[src/rtl/clint_pkg.sv]
// Shared types and CLINT register map for the register-port arbiter and its requesters.
package clint_pkg;

  typedef enum logic {
    UNLOCKED = 1'b0,
    LOCKED   = 1'b1
  } arb_state_e;

  // Address is carried at full 64 bits; narrower ports are zero-extended into it.
  typedef struct packed {
    logic        we;
    logic [63:0] addr;
    logic [63:0] wdata;
    logic        lock;
  } port_req_t;

  localparam logic [63:0] MSIP_OFFSET     = 64'h0000;
  localparam logic [63:0] MTIMECMP_OFFSET = 64'h4000;
  localparam logic [63:0] MTIME_OFFSET    = 64'hbff8;

endpackage

[src/rtl/clint_rr_arbiter.sv]
// Combinational round-robin picker: the first requester after ptr_i (wrapping) wins.
module clint_rr_arbiter #(
  parameter int unsigned N     = 2,
  parameter int unsigned IDX_W = $clog2(N)
) (
  input  logic [N-1:0]     req_i,
  input  logic [IDX_W-1:0] ptr_i,
  output logic [N-1:0]     gnt_o,
  output logic [IDX_W-1:0] idx_o,
  output logic             valid_o
);

  int unsigned cand;

  // NOTE: every output gets a default before the loop so no latch is inferred.
  always_comb begin
    gnt_o   = '0;
    idx_o   = '0;
    valid_o = 1'b0;
    cand    = 0;
    for (int unsigned off = 1; off <= N; off++) begin
      cand = (32'(ptr_i) + off) % N;
      if (!valid_o && req_i[cand]) begin
        valid_o     = 1'b1;
        gnt_o[cand] = 1'b1;
        idx_o       = IDX_W'(cand);
      end
    end
  end

endmodule

[src/rtl/clint_reg_arbiter.sv]
// Round-robin arbiter with locked sequences in front of the CLINT register port.
// Optional stale-lock timeout is compiled in with CLINT_ARB_LOCK_TIMEOUT_EN.
module clint_reg_arbiter
  import clint_pkg::*;
#(
  parameter int unsigned NR_PORTS     = 2,
  parameter int unsigned ADDR_WIDTH   = 64,
  parameter int unsigned LOCK_TIMEOUT = 256
) (
  input  logic                                 clk_i,
  input  logic                                 rst_ni,
  input  logic [NR_PORTS-1:0]                  req_i,
  input  logic [NR_PORTS-1:0]                  we_i,
  input  logic [NR_PORTS-1:0][ADDR_WIDTH-1:0]  addr_i,
  input  logic [NR_PORTS-1:0][63:0]            wdata_i,
  input  logic [NR_PORTS-1:0]                  lock_i,
  output logic [NR_PORTS-1:0]                  gnt_o,
  output logic [NR_PORTS-1:0]                  rvalid_o,
  output logic [63:0]                          rdata_o,
  output logic                                 en_o,
  output logic                                 we_o,
  output logic [ADDR_WIDTH-1:0]                address_o,
  output logic [63:0]                          wdata_o,
  input  logic [63:0]                          rdata_i
);

  localparam int unsigned IDX_W = $clog2(NR_PORTS);

  arb_state_e          state_q, state_d;
  logic [IDX_W-1:0]    rr_ptr_q, rr_ptr_d;
  logic [IDX_W-1:0]    owner_q, owner_d;
  logic [NR_PORTS-1:0] rvalid_q, rvalid_d;
  logic [63:0]         rdata_q, rdata_d;

  port_req_t           port_req [NR_PORTS];
  port_req_t           sel;
  logic [NR_PORTS-1:0] owner_mask, arb_req, gnt;
  logic [IDX_W-1:0]    gnt_idx;
  logic                gnt_valid;
  logic                lock_timeout;

  always_comb begin
    owner_mask          = '0;
    owner_mask[owner_q] = 1'b1;
    for (int i = 0; i < int'(NR_PORTS); i++) begin
      port_req[i] = '{we: we_i[i], addr: 64'(addr_i[i]), wdata: wdata_i[i], lock: lock_i[i]};
    end
  end

  // While locked the picker only sees the owner's request, so foreigners stall.
  assign arb_req = (state_q == LOCKED) ? (req_i & owner_mask) : req_i;

  clint_rr_arbiter #(
    .N     (NR_PORTS),
    .IDX_W (IDX_W)
  ) u_rr_arbiter (
    .req_i   (arb_req),
    .ptr_i   (rr_ptr_q),
    .gnt_o   (gnt),
    .idx_o   (gnt_idx),
    .valid_o (gnt_valid)
  );

  assign sel       = port_req[gnt_idx];
  assign gnt_o     = gnt;
  assign en_o      = gnt_valid;
  assign we_o      = gnt_valid & sel.we;
  assign address_o = gnt_valid ? ADDR_WIDTH'(sel.addr) : '0;
  assign wdata_o   = gnt_valid ? sel.wdata : '0;
  assign rvalid_o  = rvalid_q;
  assign rdata_o   = rdata_q;

`ifdef CLINT_ARB_LOCK_TIMEOUT_EN
  localparam int unsigned      CNT_W   = $clog2(LOCK_TIMEOUT + 1);
  localparam logic [CNT_W-1:0] CNT_MAX = CNT_W'(LOCK_TIMEOUT);

  logic [CNT_W-1:0] cnt_q, cnt_d;

  // Counts owner-idle cycles while locked; an owner grant or unlocked state clears it.
  always_comb begin
    cnt_d = '0;
    if (state_q == LOCKED && !gnt_valid) begin
      cnt_d = (cnt_q == CNT_MAX) ? cnt_q : cnt_q + 1'b1;
    end
  end

  assign lock_timeout = (state_q == LOCKED) && !gnt_valid && (cnt_d == CNT_MAX);

  always_ff @(posedge clk_i or negedge rst_ni) begin
    if (!rst_ni) cnt_q <= '0;
    else         cnt_q <= cnt_d;
  end
`else
  logic unused_lock_timeout;
  assign unused_lock_timeout = ^LOCK_TIMEOUT;
  assign lock_timeout        = 1'b0;
`endif

  always_comb begin
    state_d  = state_q;
    rr_ptr_d = rr_ptr_q;
    owner_d  = owner_q;
    rvalid_d = gnt;
    rdata_d  = rdata_q;
    if (gnt_valid) begin
      rr_ptr_d = gnt_idx;
      owner_d  = gnt_idx;
      rdata_d  = sel.we ? '0 : rdata_i;
      state_d  = sel.lock ? LOCKED : UNLOCKED;
    end else if (lock_timeout) begin
      state_d = UNLOCKED;
    end
  end

  // NOTE: state registers use non-blocking assignments so every flop samples pre-edge values.
  always_ff @(posedge clk_i or negedge rst_ni) begin
    if (!rst_ni) begin
      state_q  <= UNLOCKED;
      rr_ptr_q <= IDX_W'(NR_PORTS - 1);
      owner_q  <= '0;
      rvalid_q <= '0;
      rdata_q  <= '0;
    end else begin
      state_q  <= state_d;
      rr_ptr_q <= rr_ptr_d;
      owner_q  <= owner_d;
      rvalid_q <= rvalid_d;
      rdata_q  <= rdata_d;
    end
  end

endmodule

[config.mk]
export PLATFORM = sky130hd
export DESIGN_NAME = clint_reg_arbiter
export DESIGN_NICKNAME = d
export VERILOG_FILES = /design/src/rtl/clint_pkg.sv /design/src/rtl/clint_rr_arbiter.sv /design/src/rtl/clint_reg_arbiter.sv
export SDC_FILE = /design/constraint.sdc
export NUM_CORES = 1
export LEC_CHECK = 0
export BUFFER_PORTS_ARGS = -buffer_cell sky130_fd_sc_hd__buf_2
export CAP_MARGIN = 20
export CORE_AREA = 2 2 203 205
export DETAILED_ROUTE_END_ITERATION = 6
export DIE_AREA = 0 0 205 207
export HOLD_SLACK_MARGIN = 0.02
export PLACE_DENSITY = 0.39
export SLEW_MARGIN = 20
export SYNTH_ARGS = -nofsm -noshare
export SYNTH_HDL_FRONTEND = slang
export SYNTH_SLANG_ARGS = --single-unit
[constraint.sdc]
create_clock -name clk_i -period 2.9 [get_ports clk_i]
set_input_delay 0.725 -clock clk_i [delete_from_list [all_inputs] [get_ports clk_i]]
set_output_delay 0.725 -clock clk_i [all_outputs]
set_load 0.02 [all_outputs]
-- Yosys cells after proc, flatten, opt, wreduce, memory -nomap -nowiden
Cells that the tools add are included.
- mux-type cells: 24
- $add $sub $neg: 2
- bitwise logic cells: 4
- $lt $le $gt $ge: 7
- reduce and logical (&&, ||, !) cells: 5
- operators by type and width (operator ; number):
    $mux W130 ; 3
    $mux W64 ; 3
    $mux W1 ; 12
    $lt A1 B2 Y1 const B ; 3
    $mux W2 ; 3
    $logic_and A1 B1 Y1 ; 4
    $demux W1 S1 ; 3
    $ge A1 B1 Y1 const B ; 3
    $add A1 B1 Y1 const B ; 2
    $and A2 B2 Y2 ; 1
    $ge A2 B2 Y1 const B ; 1
    $not A1 Y2 ; 1
    $or A2 B2 Y2 ; 1
    $and A1 B1 Y1 ; 1
    $logic_not A1 Y1 ; 1
- bits in registers: 69

-- Longest topological paths before layout
Gate-level depths: netlist (run 1).
- word-level depth: 17
- mapped depth: 6
- gate-level depth less buffers: 3

-- Hierarchy
A second synthesis (run 1) with hierarchy kept.
- cells, all modules: 585
- area total of the unflattened synthesis: 5410.2 um^2
- modules (own cells, without submodules) (module ; area each (um^2) ; times used ; cells each):
    clint_reg_arbiter ; 5377.7 ; 1 ; 580
    clint_rr_arbiter ; 32.5 ; 1 ; 5

-- Least setup slack after synthesis (run 1)
OpenSTA, ideal clock, no wires.
- path kind: input port to output port
- start point: in req_i[0]
- end point: out wdata_o[14]
- slack: 0.305 ns
- stages on the path: 5
- data arrival time: 1.870 ns
- required time: 2.175 ns
- path through: a21boi_2 -> buf_2 -> clkbuf_1 -> nand2_1 -> mux2i_1
- cells in the longest elaborated chain, start to end: 13
- RTL lines (item ; line ; RTL):
    start, declared ; clint_reg_arbiter.sv:12 ; input logic [NR_PORTS-1:0] req_i,
    $and A2 B2 Y2 ; clint_reg_arbiter.sv:51 ; assign arb_req = (state_q == LOCKED) ? (req_i & owner_mask) : req_i;
    $mux W2 * ; clint_reg_arbiter.sv:51 ;
    $mux W1 (implied by the code) (2 in a row) ; clint_rr_arbiter.sv:23 ; if (!valid_o && req_i[cand]) begin
    $mux W1 ; clint_rr_arbiter.sv:23 ;
    $logic_not A1 Y1 ; clint_rr_arbiter.sv:23 ;
    $logic_and A1 B1 Y1 ; clint_rr_arbiter.sv:23 ;
    $mux W1 ; clint_rr_arbiter.sv:23 ;
    $not A1 Y2 (implied by the code) ; clint_reg_arbiter.sv:64 ; assign sel = port_req[gnt_idx];
    $mux W130 (implied by the code) (3 in a row) ; clint_reg_arbiter.sv:64 ;
    $mux W64 * ; clint_reg_arbiter.sv:69 ; assign wdata_o = gnt_valid ? sel.wdata : '0;
    end, declared ; clint_reg_arbiter.sv:23 ; output logic [63:0] wdata_o,
Mark *: on every way between the ends. The rest lies on a longest branch, timed or not. The select of a mux whose other input is x is not followed.

-- Worst setup path in the final report (run 1)
- start point: reg state_q
- end point: out wdata_o[31]
- cells in the longest elaborated chain, start to end: 12
- RTL lines (item ; line ; RTL):
    start, declared ; clint_reg_arbiter.sv:29 ; arb_state_e state_q, state_d;
    start signal, assigned ; clint_reg_arbiter.sv:124 ; state_q <= state_d;
    $mux W2 * ; clint_reg_arbiter.sv:51 ;
    $mux W1 (implied by the code) (2 in a row) ; clint_rr_arbiter.sv:23 ;
    $mux W1 ; clint_rr_arbiter.sv:23 ;
    $logic_not A1 Y1 ; clint_rr_arbiter.sv:23 ;
    $logic_and A1 B1 Y1 ; clint_rr_arbiter.sv:23 ;
    $mux W1 ; clint_rr_arbiter.sv:23 ;
    $not A1 Y2 (implied by the code) ; clint_reg_arbiter.sv:64 ;
    $mux W130 (implied by the code) (3 in a row) ; clint_reg_arbiter.sv:64 ;
    $mux W64 * ; clint_reg_arbiter.sv:69 ;
Marks and branches as above.

==> results of run 1 <==
## power by group through the flow
stage / logic, W / registers, W / clock network (W)
3_5_place_dp: 0.00450 / 0.00145 / 0
4_1_cts: 0.00456 / 0.00143 / 0.00123
5_1_grt: 0.00481 / 0.00147 / 0.00127
2_1_floorplan: 0.00252 / 0.00176 / 0
3_3_place_gp: 0.00450 / 0.00144 / 0
6_report: 0.00451 / 0.00143 / 0.00119
## cell usage after synthesis (all sizes together)
library cell	number
o32ai	64
inv	197
nand3	1
and4	1
mux2i	128
o311ai	1
o211ai	64
o221ai	1
a22o	1
nor2	1
and3b	1
o21a	2
clkbuf	17
nand3b	1
nor2b	1
dfstp	1
o31a	1
nand2b	1
o21ai	2
or3b	1
dfrtp	68
a21oi	1
a21boi	1
nand2	130
buf	55
## layer usage
layer / vias up / share of wire, % / GRT usage [%]
met5: - / 0.36 / 0
met4: 18 / 2.6 / 5.98
met3: 52 / 9.3 / 5.62
met2: 311 / 50 / 25.2
met1: 3390 / 38 / 16.6
li1: 3472 / - / -
## cells by family after synthesis
family                 after synthesis  synth area share, %
buffers and inverters              269                 18.5
and+or+nand+nor                    138                 8.78
AOI/OAI and AO/OA                  138                 24.1
muxes                              128                 20.7
DFF                                 69                 27.9
## sequential cells by signal, summed over array words and instances (netlist names)
register  cells
owner_q       1
rdata_o      64
rr_ptr_q      1
rvalid_o      2
state_q       1
## per-stage QoR
step,util (%),std cells,setup slack [ps],instance area [µm²]
2_1_floorplan,-,742,305,6190
3_3_place_gp,23.6,1759,94.5,9530
3_5_place_dp,23.6,1759,119,9530
4_1_cts,24.5,1776,4.65,9870
5_1_grt,24.5,1781,-3.50,9900
6_report,24.6,1791,121,9920
## path summary, 6_finish.rpt
kind                       slack (ps)  depth (start not counted)        from     endpoint
max                               120                          6     state_q  wdata_o[31]
min                               350                          1      rst_ni  rdata_o[61]
max reg2reg                       930                          5     state_q  rdata_o[54]
min reg2reg                       500                          2  rdata_o[8]   rdata_o[8]
max in group asynchronous        1880                          2      rst_ni     rr_ptr_q
min in group clk_i                500                          2  rdata_o[8]   rdata_o[8]
## repair_timing
action | 4_1_cts | 5_1_grt
setup buffers | 0 | 2
gates cloned | 1 | 0
setup endpoints to repair | 16 | 21
pin swaps | 0 | 1
gates resized for setup | 1 | 0
## worst max-delay path: cells and delay by family (launching register included)
family,cells,cell delay (ps)
buf+inv,3,580
flops,1,480
simple gates,2,420
mux,1,200
## final cells by class
type                    instances  area [µm²]
inverters                     197         739
well taps                     532         666
fillers                      4560       30400
clock inverters                 3        42.5
flip-flops and latches         69        1730
repair buffers                560        3090
multi-input cells             404        3350
clock buffers                  13         270
diodes                         13        32.5
==> impl_metrics.ini, run 1 <==
[sta]
worst_pin_slew_ps = 777
fin_tns_setup_ps = 0
slew_viol_final = 0
min_period_ps = 2780
hold_slack_ps = 353
period_share_pct = 95.8
finalHoldViolCount = 0
maxSlewHeadroom_pct = 48.2
fmax_ghz = 0.360
setup_violations = 0
clock_skew_ps = 4.15

[global_route]
antenna_found_initial = 23
grt_pass1_vias = 7383
grt_use_total_pct = 14.8
grt_max_degree = 65
grt_pass1_wl_um = 47200
gr-total-overflow = 0

[logic_synthesis]
synth_top_area_share_pct = 27.5
synthTopCellsByArea = dfrtp_1, mux2i_1, o32ai_2
syn-cell-area_mm2 = 0.00619
synth_cell_types = 29
ys_ff_latch = 69
synth_seq_area_share_pct = 27.9
syn_nets = 1070
ys.warnings.count = 0
syn-mean-instance-area_um2 = 8.34
synth_top_cell_by_area = dfrtp_1
netlist_instances = 742

[worst_setup_path]
cp_max_fo = 13
startpoint_type = flip-flop
cpMaxStageDelayCell = dfrtp_2
cp.arrival_ps = 2050
path_cells = nand3b_1 > nand3_4 > buf_12 > buf_4 > mux2i_1 > buf_2
slowest_delay_ps = 480
end_kind = output port
required_ps = 2170
worstSetupPathType = reg2out

[pwr]
p_sw_share_pct = 47.7
seq_power_share_pct = 20.1
power_frac_clock_pct = 16.7
power.density_mw_per_mm2 = 719
irDropWorstVdd_v = 0.000298
p_sw_w = 0.00340
p_int_w = 0.00373
power.total_w = 0.00713
p_leak_nw = 5.84
combPwrFrac_pct = 63.2

[clocking]
cts_tree = done
clk_latency_ps = 350
cts.sinks = 69
cts_root_buf = clkbuf_16
cts_buffers = 9
holdBufCountCts = 0
htreeDepth = 3
clk_pin_slew_worst_paths_ps = 60
cts.path.max_buffers = 2

[route]
vias = 7243
drc = 0
wl_um = 33100
routed_via_density = 4.04
dr.first_iter.drc_count = 292
antenna_left = 0
avgRoutedWirePerCell_um = 18.5
drtPass1Iterations = 6

[floorplanning]
ios = 526
fp-row-count = 74
core_region_area_mm2 = 0.0404
start_util_pct = 15.3
die_area_mm2 = 0.0424
fp.dieH_um = 207
fp.dieW_um = 205

[run_status]
status = completed

[layout]
num-nets-final = 1569
final_common_cell = buf_2
layout_common_cells = buf_2, inv_1, nand2_1, mux2i_1, dfrtp_1
drive_gt1_share_pct = 50.8
syn2layout_area_growth_pct = 60.3

[place]
post-dp-hpwl_um = 25800
port_buffers = 525
gp_congestion = 0.912

[worst_hold_path]
hold_path.class = in2async

[run]
cap_viol_max_count = 0
(Power assumes the default switching activity.)
==> run 2: changes to the inputs <==
Settings changed: CELL_PAD_IN_SITES_DETAIL_PLACEMENT from default to 0, CELL_PAD_IN_SITES_GLOBAL_PLACEMENT from default to 2, CORE_AREA 2 2 203 205 to 2 2 202 204, DIE_AREA 0 0 205 207 to 0 0 204 206, PLACE_DENSITY 0.39 to 0.68.
==> run 2 against run 1 <==
Effect of this change: clock-buffer cell count down 3; clock skew up 5.0 ps; global-route usage down 1.1 points; first-iteration DRC count down 21%; cell count down 0.11%; hold slack better by 8.1 ps; sequential power about the same; highest routed layer unchanged.
==> impl_metrics.ini, run 2 (synthesis results as in run 1) <==
[clocking]
cts_buffers = 9
htreeDepth = 3
cts.path.max_buffers = 2
cts_root_buf = clkbuf_16
clk_latency_ps = 340
cts.sinks = 69
cts_tree = done
clk_pin_slew_worst_paths_ps = 60

[worst_setup_path]
worstSetupPathType = reg2out
cp.arrival_ps = 2040
cp_max_fo = 15
startpoint_type = flip-flop
end_kind = output port
ff2ff_setup_slack_ps = 830
required_ps = 2170

[floorplanning]
die_area_mm2 = 0.0420
fp.dieH_um = 206
core_region_area_mm2 = 0.0402
ios = 526
start_util_pct = 15.4
fp-row-count = 74
fp.dieW_um = 204

[layout]
final_common_cell = buf_2
layout_common_cells = buf_2, inv_1, nand2_1, mux2i_1, dfrtp_1
num-nets-final = 1576
n_fill_cell = 4560
drive_gt1_share_pct = 51.1
final_util_pct = 24.7
largest_reg_flops = 64
syn2layout_area_growth_pct = 60.2

[global_route]
grt_pass1_wl_um = 43700
gr-total-overflow = 0
antenna_found_initial = 9
grt_pass1_vias = 7178
grt_use_total_pct = 13.7
grt_max_degree = 65

[place]
post-dp-hpwl_um = 24000
gp_congestion = 0.821
port_buffers = 525

[route]
avgRoutedWirePerCell_um = 17.1
wl_um = 30500
drtPass1Iterations = 4
routed_via_density = 3.98
dr.first_iter.drc_count = 230
drc = 0
vias = 7113
antenna_left = 0

[sta]
fin_tns_setup_ps = 0
worst_pin_slew_ps = 1040
finalHoldViolCount = 0
maxSlewHeadroom_pct = 30.5
period_share_pct = 95.3
clock_skew_ps = 9.18
fmax_ghz = 0.362
setup_violations = 0
slew_viol_final = 0
min_period_ps = 2760
rsz0062_at_grt = false

[run_status]
status = completed

[run]
cap_viol_max_count = 0

[pwr]
irDropWorstVdd_v = 0.000316
power.density_mw_per_mm2 = 708
p_leak_nw = 5.86
power.total_w = 0.00702

[worst_hold_path]
hold_path.class = in2async
## run 2: stage by stage
| step | setup slack [ps] | instances | hold WS (ps) | instance area [µm²] |
|---|---|---|---|---|
| 6_report | 136 | 1789 | 361 | 9910 |
| 2_1_floorplan | 305 | 742 | 429 | 6190 |
| 3_5_place_dp | 83.2 | 1765 | 493 | 9530 |
| 4_1_cts | 61.1 | 1785 | 365 | 9900 |
| 3_3_place_gp | 56.7 | 1765 | 490 | 9530 |
| 5_1_grt | 3.42 | 1786 | 388 | 9900 |
## run 2: timing repair
action,in CTS,in global routing
pin swaps,1,0
setup buffers,2,0
gates cloned,2,0
gates resized for setup,1,2
setup endpoints to repair,3,2
hold buffers,0,0
hold endpoints to repair,0,0
## run 2: routing by layer
metal,vias to the layer above,global-route usage [%],wire length [µm],share of wire (%)
met4,8,3.16,478,1.6
li1,3479,-,-,-
met2,283,25.7,16100,53
met5,-,0,49,0.16
met1,3315,15.5,11800,39
met3,28,3.22,2090,6.8
## run 2: worst max-delay path, stage by stage, from the launching register on
cell,delay [ps]
dfrtp_2,470
nand3b_1,250
nand3_4,150
buf_12,190
buf_4,170
mux2i_1,260
buf_4,190
## run 2: power breakdown
part	total [W]	internal, W	switching (W)
Clock	0.00104	0.000578	0.000459
Sequential	0.00143	0.00126	0.000174
Combinational	0.00455	0.00179	0.00276
## run 2: final cells by class
cell class | instances | area, µm² | area share, %
antenna | 4 | 10.0 | 0.101
clock buffer | 10 | 229 | 2.31
clock inverter | 6 | 40.0 | 0.404
inverter | 197 | 739 | 7.46
multi-input combinational | 404 | 3350 | 33.8
sequential | 69 | 1730 | 17.4
tap | 532 | 666 | 6.72
timing repair buffer | 567 | 3150 | 31.8
## run 2: path summary, 6_finish.rpt
check | startpoint | to | cells past startpoint
max | state_q | wdata_o[60] | 6
max in group asynchronous | rst_ni | rdata_o[8] | 2
max reg2reg | rr_ptr_q | rdata_o[26] | 4
min in group clk_i | rdata_o[19] | rdata_o[19] | 2
min reg2reg | rdata_o[19] | rdata_o[19] | 2
min | rst_ni | rdata_o[61] | 1
